==> config.mk <==
export PLATFORM = sky130hd
export DESIGN_NAME = pdp8_brk_arb_flat
export DESIGN_NICKNAME = d
export VERILOG_FILES = /design/src/rtl/pdp8_brk_arb_if.sv /design/src/rtl/pdp8_brk_arb.sv /design/src/flat_wrapper.sv
export SDC_FILE = /design/constraint.sdc
export NUM_CORES = 1
export LEC_CHECK = 0
export CELL_PAD_IN_SITES_DETAIL_PLACEMENT = 0
export CELL_PAD_IN_SITES_GLOBAL_PLACEMENT = 1
export CORE_MARGIN = 5
export CORE_UTILIZATION = 25
export DETAILED_ROUTE_END_ITERATION = 8
export HOLD_SLACK_MARGIN = 0.06
export PLACE_DENSITY = 0.84
export SLEW_MARGIN = 20
export SYNTH_ARGS = -nofsm -noshare
export SYNTH_HDL_FRONTEND = slang
export SYNTH_SLANG_ARGS = --single-unit
==> constraint.sdc <==
create_clock -name clk -period 2.1 [get_ports clk]
set_clock_uncertainty 0.2 [all_clocks]
set_input_delay 0.21 -clock clk [delete_from_list [all_inputs] [get_ports clk]]
set_output_delay 0.21 -clock clk [all_outputs]
set_load 0.1 [all_outputs]
==> src/rtl/pdp8_brk_arb_if.sv <==
// pdp8_brk_arb_if
//   Bundles every signal between the data-break arbiter and its environment:
//   the four device controllers, the CPU major-state sequencer and the memory
//   port. Clock and reset stay outside as plain ports.
//
//   modport slave  : the arbiter's view (takes requests, drives grants/strobes)
//   modport master : the environment's view (devices, CPU and memory)
//
//   Handshake semantics (this one comment is the reference):
//     device side : dev_req is a level request. A request is only seen when it
//                   is high at a cpu_slot pulse. The winner's dev_grant stays
//                   high for the whole break cycle. dev_done is a single-cycle
//                   completion pulse (with dev_err on timeout, dev_rdata valid
//                   for reads). The device must drop dev_req before the next
//                   cpu_slot or it is served again.
//     cpu side    : brk_req asks for a slot; cpu_slot is a one-cycle pulse
//                   offering one; brk_active stalls the CPU for the cycle.
//     memory side : exactly one of ram_rd/ram_wr is held high with ram_addr
//                   (and ram_data_out for writes) stable until ram_done is
//                   seen high; ram_data_in is valid in that same cycle.
interface pdp8_brk_arb_if;
  logic [3:0]  dev_req;
  logic [59:0] dev_addr;
  logic [47:0] dev_wdata;
  logic [3:0]  dev_write;
  logic [3:0]  dev_grant;
  logic [3:0]  dev_done;
  logic        dev_err;
  logic [11:0] dev_rdata;
  logic        cpu_slot;
  logic        brk_req;
  logic        brk_active;
  logic [14:0] ram_addr;
  logic        ram_rd;
  logic        ram_wr;
  logic [11:0] ram_data_out;
  logic [11:0] ram_data_in;
  logic        ram_done;

  modport slave (
    input  dev_req, dev_addr, dev_wdata, dev_write, cpu_slot,
           ram_data_in, ram_done,
    output dev_grant, dev_done, dev_err, dev_rdata, brk_req, brk_active,
           ram_addr, ram_rd, ram_wr, ram_data_out
  );

  modport master (
    output dev_req, dev_addr, dev_wdata, dev_write, cpu_slot,
           ram_data_in, ram_done,
    input  dev_grant, dev_done, dev_err, dev_rdata, brk_req, brk_active,
           ram_addr, ram_rd, ram_wr, ram_data_out
  );
endinterface

==> src/rtl/pdp8_brk_arb.sv <==
// pdp8_brk_arb
//   PDP-8 data-break (DMA) arbiter for up to four device controllers.
//   Collects break requests, asks the CPU for a slot, grants one device per
//   break cycle (fixed or round-robin priority) and runs that device's
//   single-word transfer against main memory.
//
// Parameters
//   RR      : 0 = fixed priority (device 0 highest), 1 = round-robin starting
//             after the last winner
//   TIMEOUT : XFER cycles to wait for ram_done before aborting (1..63)
// Ports
//   clk       : system clock, rising edge
//   reset_n   : asynchronous active-low reset
//   bus       : pdp8_brk_arb_if.slave (device, CPU and memory signals)
//   dbg_state : current FSM state (IDLE=0, WAIT_SLOT=1, XFER=2, DONE=3)
module pdp8_brk_arb #(
  parameter bit RR      = 1'b0,
  parameter int TIMEOUT = 63
) (
  input  logic                 clk,
  input  logic                 reset_n,
  pdp8_brk_arb_if.slave        bus,
  output logic [1:0]           dbg_state
);

  typedef enum logic [1:0] {
    IDLE      = 2'd0,
    WAIT_SLOT = 2'd1,
    XFER      = 2'd2,
    DONE      = 2'd3
  } state_t;

  // Last XFER cycle index; the counter starts at 0 on entry so XFER lasts
  // at most TIMEOUT cycles.
  localparam logic [5:0] TO_LAST = 6'(TIMEOUT - 1);

  state_t      state;
  logic [1:0]  last_winner;
  logic [1:0]  cur_winner;
  logic [5:0]  to_cnt;

  logic [3:0]  grant_q;
  logic [3:0]  done_q;
  logic        err_q;
  logic [11:0] rdata_q;
  logic        brk_req_q;
  logic        active_q;
  logic        rd_q;
  logic        wr_q;
  logic [14:0] addr_q;
  logic [11:0] wdata_q;

  logic        any_req;
  logic [1:0]  search_start;
  logic [7:0]  req_dbl;
  logic [3:0]  req_rot;
  logic [1:0]  rot_off;
  logic [1:0]  winner;
  logic [14:0] sel_addr;
  logic [11:0] sel_wdata;
  logic        sel_write;

  assign any_req = |bus.dev_req;

  // Winner search: rotate the request vector so the search start sits at
  // bit 0, take the lowest set bit, then rotate the index back. For fixed
  // priority the start is always device 0.
  always_comb begin
    search_start = RR ? (last_winner + 2'd1) : 2'd0;
    req_dbl      = {bus.dev_req, bus.dev_req} >> search_start;
    req_rot      = req_dbl[3:0];
    if (req_rot[0])      rot_off = 2'd0;
    else if (req_rot[1]) rot_off = 2'd1;
    else if (req_rot[2]) rot_off = 2'd2;
    else                 rot_off = 2'd3;
    winner       = search_start + rot_off;
  end

  always_comb begin
    sel_addr  = 15'd0;
    sel_wdata = 12'd0;
    sel_write = 1'b0;
    case (winner)
      2'd0: begin
        sel_addr  = bus.dev_addr[14:0];
        sel_wdata = bus.dev_wdata[11:0];
        sel_write = bus.dev_write[0];
      end
      2'd1: begin
        sel_addr  = bus.dev_addr[29:15];
        sel_wdata = bus.dev_wdata[23:12];
        sel_write = bus.dev_write[1];
      end
      2'd2: begin
        sel_addr  = bus.dev_addr[44:30];
        sel_wdata = bus.dev_wdata[35:24];
        sel_write = bus.dev_write[2];
      end
      default: begin
        sel_addr  = bus.dev_addr[59:45];
        sel_wdata = bus.dev_wdata[47:36];
        sel_write = bus.dev_write[3];
      end
    endcase
  end

  always_ff @(posedge clk or negedge reset_n) begin
    if (!reset_n) begin
      state       <= IDLE;
      last_winner <= 2'd3;
      cur_winner  <= 2'd0;
      to_cnt      <= 6'd0;
      grant_q     <= 4'd0;
      done_q      <= 4'd0;
      err_q       <= 1'b0;
      rdata_q     <= 12'd0;
      brk_req_q   <= 1'b0;
      active_q    <= 1'b0;
      rd_q        <= 1'b0;
      wr_q        <= 1'b0;
      addr_q      <= 15'd0;
      wdata_q     <= 12'd0;
    end else begin
      // Completion flags are single-cycle pulses.
      done_q <= 4'd0;
      err_q  <= 1'b0;
      case (state)
        IDLE: begin
          if (any_req) begin
            state     <= WAIT_SLOT;
            brk_req_q <= 1'b1;
          end
        end
        WAIT_SLOT: begin
          if (bus.cpu_slot) begin
            brk_req_q <= 1'b0;
            if (any_req) begin
              // Device fields are captured here; later changes on the
              // device side cannot disturb the cycle.
              state      <= XFER;
              cur_winner <= winner;
              grant_q    <= 4'b0001 << winner;
              active_q   <= 1'b1;
              addr_q     <= sel_addr;
              wdata_q    <= sel_wdata;
              rd_q       <= ~sel_write;
              wr_q       <= sel_write;
              to_cnt     <= 6'd0;
            end else begin
              state <= IDLE;
            end
          end
        end
        XFER: begin
          if (bus.ram_done) begin
            if (rd_q) rdata_q <= bus.ram_data_in;
            done_q <= grant_q;
            rd_q   <= 1'b0;
            wr_q   <= 1'b0;
            state  <= DONE;
          end else if (to_cnt == TO_LAST) begin
            rdata_q <= 12'd0;
            done_q  <= grant_q;
            err_q   <= 1'b1;
            rd_q    <= 1'b0;
            wr_q    <= 1'b0;
            state   <= DONE;
          end else begin
            to_cnt <= to_cnt + 6'd1;
          end
        end
        DONE: begin
          grant_q     <= 4'd0;
          active_q    <= 1'b0;
          last_winner <= cur_winner;
          if (any_req) begin
            state     <= WAIT_SLOT;
            brk_req_q <= 1'b1;
          end else begin
            state <= IDLE;
          end
        end
        default: state <= IDLE;
      endcase
    end
  end

  assign bus.dev_grant    = grant_q;
  assign bus.dev_done     = done_q;
  assign bus.dev_err      = err_q;
  assign bus.dev_rdata    = rdata_q;
  assign bus.brk_req      = brk_req_q;
  assign bus.brk_active   = active_q;
  assign bus.ram_addr     = addr_q;
  assign bus.ram_rd       = rd_q;
  assign bus.ram_wr       = wr_q;
  assign bus.ram_data_out = wdata_q;
  assign dbg_state        = state;

endmodule
==> src/flat_wrapper.sv <==
// flat-port wrapper written by rule: the top's interface ports become plain ports
module pdp8_brk_arb_flat 
#(
  parameter bit RR      = 1'b0,
  parameter int TIMEOUT = 63
)
  (clk, reset_n, dbg_state, bus_dev_req, bus_dev_addr, bus_dev_wdata, bus_dev_write, bus_cpu_slot, bus_ram_data_in, bus_ram_done, bus_dev_grant, bus_dev_done, bus_dev_err, bus_dev_rdata, bus_brk_req, bus_brk_active, bus_ram_addr, bus_ram_rd, bus_ram_wr, bus_ram_data_out);
  pdp8_brk_arb_if bus_i ();
  input  logic clk;
  input  logic reset_n;
  output logic [1:0] dbg_state;
  input wire logic [$bits(bus_i.dev_req)-1:0] bus_dev_req;
  input wire logic [$bits(bus_i.dev_addr)-1:0] bus_dev_addr;
  input wire logic [$bits(bus_i.dev_wdata)-1:0] bus_dev_wdata;
  input wire logic [$bits(bus_i.dev_write)-1:0] bus_dev_write;
  input wire logic [$bits(bus_i.cpu_slot)-1:0] bus_cpu_slot;
  input wire logic [$bits(bus_i.ram_data_in)-1:0] bus_ram_data_in;
  input wire logic [$bits(bus_i.ram_done)-1:0] bus_ram_done;
  output wire logic [$bits(bus_i.dev_grant)-1:0] bus_dev_grant;
  output wire logic [$bits(bus_i.dev_done)-1:0] bus_dev_done;
  output wire logic [$bits(bus_i.dev_err)-1:0] bus_dev_err;
  output wire logic [$bits(bus_i.dev_rdata)-1:0] bus_dev_rdata;
  output wire logic [$bits(bus_i.brk_req)-1:0] bus_brk_req;
  output wire logic [$bits(bus_i.brk_active)-1:0] bus_brk_active;
  output wire logic [$bits(bus_i.ram_addr)-1:0] bus_ram_addr;
  output wire logic [$bits(bus_i.ram_rd)-1:0] bus_ram_rd;
  output wire logic [$bits(bus_i.ram_wr)-1:0] bus_ram_wr;
  output wire logic [$bits(bus_i.ram_data_out)-1:0] bus_ram_data_out;
  assign bus_i.dev_req = bus_dev_req;
  assign bus_i.dev_addr = bus_dev_addr;
  assign bus_i.dev_wdata = bus_dev_wdata;
  assign bus_i.dev_write = bus_dev_write;
  assign bus_i.cpu_slot = bus_cpu_slot;
  assign bus_i.ram_data_in = bus_ram_data_in;
  assign bus_i.ram_done = bus_ram_done;
  assign bus_dev_grant = bus_i.dev_grant;
  assign bus_dev_done = bus_i.dev_done;
  assign bus_dev_err = bus_i.dev_err;
  assign bus_dev_rdata = bus_i.dev_rdata;
  assign bus_brk_req = bus_i.brk_req;
  assign bus_brk_active = bus_i.brk_active;
  assign bus_ram_addr = bus_i.ram_addr;
  assign bus_ram_rd = bus_i.ram_rd;
  assign bus_ram_wr = bus_i.ram_wr;
  assign bus_ram_data_out = bus_i.ram_data_out;
  pdp8_brk_arb #(.RR(RR), .TIMEOUT(TIMEOUT)) u_core (.clk(clk), .reset_n(reset_n), .bus(bus_i), .dbg_state(dbg_state));
endmodule
Word-level counts from Yosys, hierarchy flattened:

Index checks and enable logic that the tools add are counted.

* flip-flop bits (word level): 60
* bits of input ports: 132
* output and inout port bits: 54
* logic and storage cells: 87

* $add $sub $neg: 1
* eq/ne operators: 14
* shift operators: 1
* mux-type cells: 43
* bitwise logic cells: 1
* reduce and logical (&&, ||, !) cells: 15

Operators by type and width (count)
* $pmux 15 s3: 1
* $mux 12: 3
* $pmux 12 s3: 1
* $mux 6: 4
* $mux 4: 5
* $reduce_and 3->1: 5
* $mux 1: 14
* $mux 2: 7
* $pmux 6 s2: 1
* $ne 2x1->1 const B: 4
* $pmux 1 s2: 4
* $pmux 2 s4: 1
* $pmux 4 s2: 1
* $reduce_bool 2->1: 4
* $add 6x1->6 const B: 1
* $eq 2x2->1 const B: 3
* $eq 6x6->1 const B: 1
* $ne 2x2->1 const B: 3
* $reduce_and 5->1: 1
* $eq 2x1->1 const B: 2
* $logic_not 2->1: 2
* $reduce_and 4->1: 1
* $reduce_or 4->1: 1
* $shl 1x2->4 const A: 1
* 4 further kinds: 4

Depth between registers and ports, before layout:

* depth in word-level cells: 9
* gate-level depth with buffers: 8
* gate-level depth less buffers: 6

Least setup slack after synthesis:

No wires, ideal clock.

* path kind: register -> register
* from: register u_core.state[0] (netlist: u_core.dbg_state[0])
* to: register u_core.to_cnt[5]
* setup time: 0.079 ns
* arrival time: 2.459 ns
* slack: -0.638 ns
* cell stages (with the launch flop): 9
* path buffers: 2
* cells stage by stage: dfrtp_1 inv_1 ha_1 buf_2 nand3_1 o21ai_0 clkbuf_1 nor4_1 mux2i_1

* longest elaborated chain between the ends: 3
* elaborated cells between the ends (all ways): 9
* those cells by class: eq/ne (6); mux (1); reduce/logical (2)

RTL lines
* start: declaration: RTL line pdp8_brk_arb.sv:37 `state_t state;`
* start signal: assignment: RTL line pdp8_brk_arb.sv:109 `state <= IDLE;`
* start signal: assignment: RTL line pdp8_brk_arb.sv:130 `state <= WAIT_SLOT;`
* start signal: assignment: RTL line pdp8_brk_arb.sv:140 `state <= XFER;`
* $eq 2x2->1 or $eq 2x1->1 (tied branches): RTL line pdp8_brk_arb.sv:127 `case (state)`
* $ne 2x2->1 (no line), or another cell as far along
* $reduce_and 5->1 (no line)
* end signal: assignment: RTL line pdp8_brk_arb.sv:169 `to_cnt <= to_cnt + 6'd1;`
* end: declaration: RTL line pdp8_brk_arb.sv:40 `logic [5:0] to_cnt;`

Parallel ways exist; a longest one is shown, timed or not.
A chain may end at the register's enable or synchronous reset.

==> impl_results.md <==
* DR vias/cell at 4.69
* Critical path arrival at 2110 ps
* Period utilization at 0.983
* P_leak at 2.54 nW
* Crit end category: flip-flop
* Crit path max-delay family: simple AND/OR/NAND/NOR gates
* CTS H-tree depth at 3
* Initial DRC count at 89
* Pre-CTS setup slack at -122 ps
* Placer congestion estimate at 0.876
* Initial core utilization at 0.255
* Worst-case vdd ir drop at 0.000669 V
* Setup Viol. Count Final at 0
* Crit-path slowest cell: dfrtp_4
* Postcts setup bufs at 0
* EDFF count, synth at 0
* Post-DP HPWL at 9880 um
* Final net count at 715
* Run status: finished, final reports clean
* Synth Flop Type: dfrtp_1
* Via count at 3,549
* Die extent in x at 126 um
* Final WL at 12,300 um
* Crit path kind: flip-flop to flip-flop
* Die Y at 126 um
* Fraction of layout cells with a size suffix above 1 at 0.210
* Measured slew at the worst slew-check pin at 515 ps
* Num CTS Buffers at 9
* P&R area growth vs syn at 73.2%
* Die area at 15,900 sq um
* Sequential-to-total area share from yosys stat at 0.447
* Clk buf depth at 2
* DRT Pass-1 Iters at 5
* RSZ-0062 raised after global routing: yes
* Combinational Power Share at 0.624
* Fmax at 485 MHz
* Max cap viols at 0
* # DRC at 0
* Synth Area per Inst at 8.88 sq um
* Synth warn at 0
* GRT Util Overall at 0.152
* Multi-input logic area at 1610 sq um
* Worst hold margin at 170 ps
* Clk network pwr share at 0.171
* Hold violation count in the final report at 0
* First-pass GRT wire length at 19,400 um
* Number of buffers and inverters on the critical path at 1
* Biggest cell delay along the critical path at 500 ps
* Max FO, Critical Path at 6
* FILL cells at 1,307
* Tmin final at 2060 ps
* Post-Syn Area at 3360 sq um
* Antenna violations before repair at 0
* Psw at 0.00525 W
* # clock sinks at 60
* Core Region at 13,200 sq um
* Port buffer count at 185
* Cell area power density at 1620 nW/um^2
* Post-Synthesis Cells at 378
* Vias in the first global route at 3,709
* Register share of total power at 0.206
* Hold crit path type: input port to flip-flop
* Row count at 42
* Worst rel slew slack at 0.657
* Max Slew Vio Count at 0
* Net Sw Frac at 0.556
* Synth Register Bits at 60
* Routed Antenna Nets at 0
* Grt ovf at 0
* Root buf cell: clkbuf_16
* Largest net degree at the start of global routing at 58
* TritonCTS clock tree: done
* Diode count at 0
* Library cells used by synthesis at 43
* I/O Pins at 186
* Critical path startpoint category: flip-flop
* P_int at 0.00419 W
* Asr flop ratio synth at 1.00
* Seq. cell area at 1510 sq um
* WL/cell at 16.2 um
* WP data required at 2150 ps
* Synthesized Nets at 517
* Critical Path, Cell by Cell: inv_2 > ha_2 > nand2_1 > o21a_4 > or4_1 > a21oi_1
* Reg clk slew, reported paths at 50 ps
* Final setup margin at 36.4 ps
* Worst-Skew Late Latency at 330 ps
worst reg2reg max path: stages (launching register included):
cell	delay (ps)
dfrtp_4	500
inv_2	90
ha_2	240
nand2_1	110
o21a_4	230
or4_1	460
a21oi_1	160
path summary, 6_finish.rpt:
path / start / endpoint / slack, ps / cells past startpoint
worst min-delay path: bus_dev_req[1] / u_core.bus.dev_grant[1] / 170 / 4
min in group asynchronous: reset_n / u_core.bus.ram_wr / 200 / 2
worst max-delay path: flip-flop / u_core.to_cnt[3] / 40 / 6
worst max register to register: flip-flop / u_core.to_cnt[3] / 40 / 6
max in group asynchronous: reset_n / u_core.bus.dev_rdata[11] / 940 / 3
worst min register to register: u_core.bus.ram_addr[3] / u_core.bus.ram_addr[3] / 270 / 2
cell families after synthesis:
group / after synthesis / share of synthesized area
muxes: 8 / 0.0253
DFF: 60 / 0.447
buffers and inverters: 66 / 0.0827
and+or+nand+nor: 93 / 0.147
adders and majority gates: 7 / 0.0261
AOI/OAI and AO/OA: 144 / 0.272
sequential cells by signal, summed over array words and instances (netlist names), named ones only:
name	flops
u_core.bus.dev_done	4
u_core.bus.brk_req	1
u_core.bus.ram_data_out	12
u_core.dbg_state	1
u_core.bus.dev_rdata	12
u_core.bus.ram_addr	15
u_core.bus.dev_err	1
u_core.bus.ram_rd	1
u_core.bus.dev_grant	4
u_core.to_cnt	6
u_core.bus.brk_active	1
u_core.bus.ram_wr	1
Yosys cell counts, types with 2 or more instances:
cell type	count	area [sq um]
buf_4	2	15.0
nand3_1	9	45.0
or4_1	3	22.5
nor3_1	2	10.0
o22ai_1	19	119
buf_2	6	30.0
a21oi_1	30	150
buf_1	2	7.51
mux2i_1	4	40.0
or3_1	2	12.5
mux2_2	4	45.0
a211oi_1	19	143
ha_1	7	87.6
nand2b_1	5	31.3
nand2_1	39	146
nor2b_1	2	12.5
a22oi_1	8	60.1
o211ai_1	2	15.0
clkbuf_1	18	67.6
and2_1	5	31.3
o21ai_0	29	145
buf_6	2	22.5
nor2_1	5	18.8
nand4_1	12	75.1
o21ai_1	2	10.0
dfrtp_1	60	1500
a221oi_1	4	35.0
inv_1	36	135
or3b_2	4	35.0
o31ai_1	23	173
timing repair:
| item | in CTS | in global routing |
|---|---|---|
| endpoints found under the setup margin | 3 | 8 |
| endpoints found under the hold margin | 19 | 0 |
| hold buffers | 1 | 0 |
| resized for setup | 2 | 1 |
per-stage QoR:
| stage | instances | power, W | util | setup TNS [ps] | instance area, sq um |
|---|---|---|---|---|---|
| CTS | 757 | 0.00953 | 0.441 | 0 | 5820 |
| global route | 757 | 0.00988 | 0.441 | -71.9 | 5820 |
| finish | 757 | 0.00944 | 0.441 | 0 | 5820 |
| global placement | 740 | 0.00779 | 0.415 | -456 | 5470 |
| floorplan | 378 | 0.00629 | - | 0 | 3400 |
| detailed placement | 740 | 0.00787 | 0.415 | -1150 | 5470 |
final cells by class:
type                    count  share of cell area
repair buffers            217               0.346
multi-input cells         252               0.277
flip-flops and latches     60               0.259
clock buffers              13              0.0447
well taps                 176              0.0378
inverters                  36              0.0237
clock inverters             3              0.0118
power by group through the flow:
stage | Sequential (W) | Combinational (W) | Clock (W)
global route | 0.00201 | 0.00615 | 0.00172
detailed placement | 0.00196 | 0.00591 | 0
CTS | 0.00195 | 0.00592 | 0.00166
floorplan | 0.00523 | 0.00106 | 0
global placement | 0.00195 | 0.00584 | 0
finish | 0.00194 | 0.00589 | 0.00161
per-layer routing:
metal | global-route usage | share of wire | vias up | wire length (um)
met2 | 0.249 | 0.47 | 152 | 5740
met5 | 0 | 0 | - | 0
met3 | 0.0601 | 0.085 | 14 | 1040
met4 | 0.0397 | 0.013 | 0 | 165
li1 | - | - | 1786 | -
met1 | 0.187 | 0.43 | 1597 | 5310
cells in the final DEF (no fill, tap or decap), types with 5 or more instances in the layout:
cell / netlist / final
a211oi_1: 19 / 19
a21oi_1: 30 / 30
a22oi_1: 8 / 8
and2_1: 5 / 5
buf_12: 0 / 5
buf_4: 2 / 80
clkbuf_16: 0 / 9
clkdlybuf4s50_1: 0 / 129
dfrtp_1: 60 / 58
ha_1: 7 / 5
inv_1: 36 / 34
nand2_1: 39 / 39
nand2b_1: 5 / 5
nand3_1: 9 / 9
nand4_1: 12 / 12
nor2_1: 5 / 5
o21ai_0: 29 / 28
o22ai_1: 19 / 19
o31ai_1: 23 / 23
No activity file was read; power rests on OpenSTA's default activity.
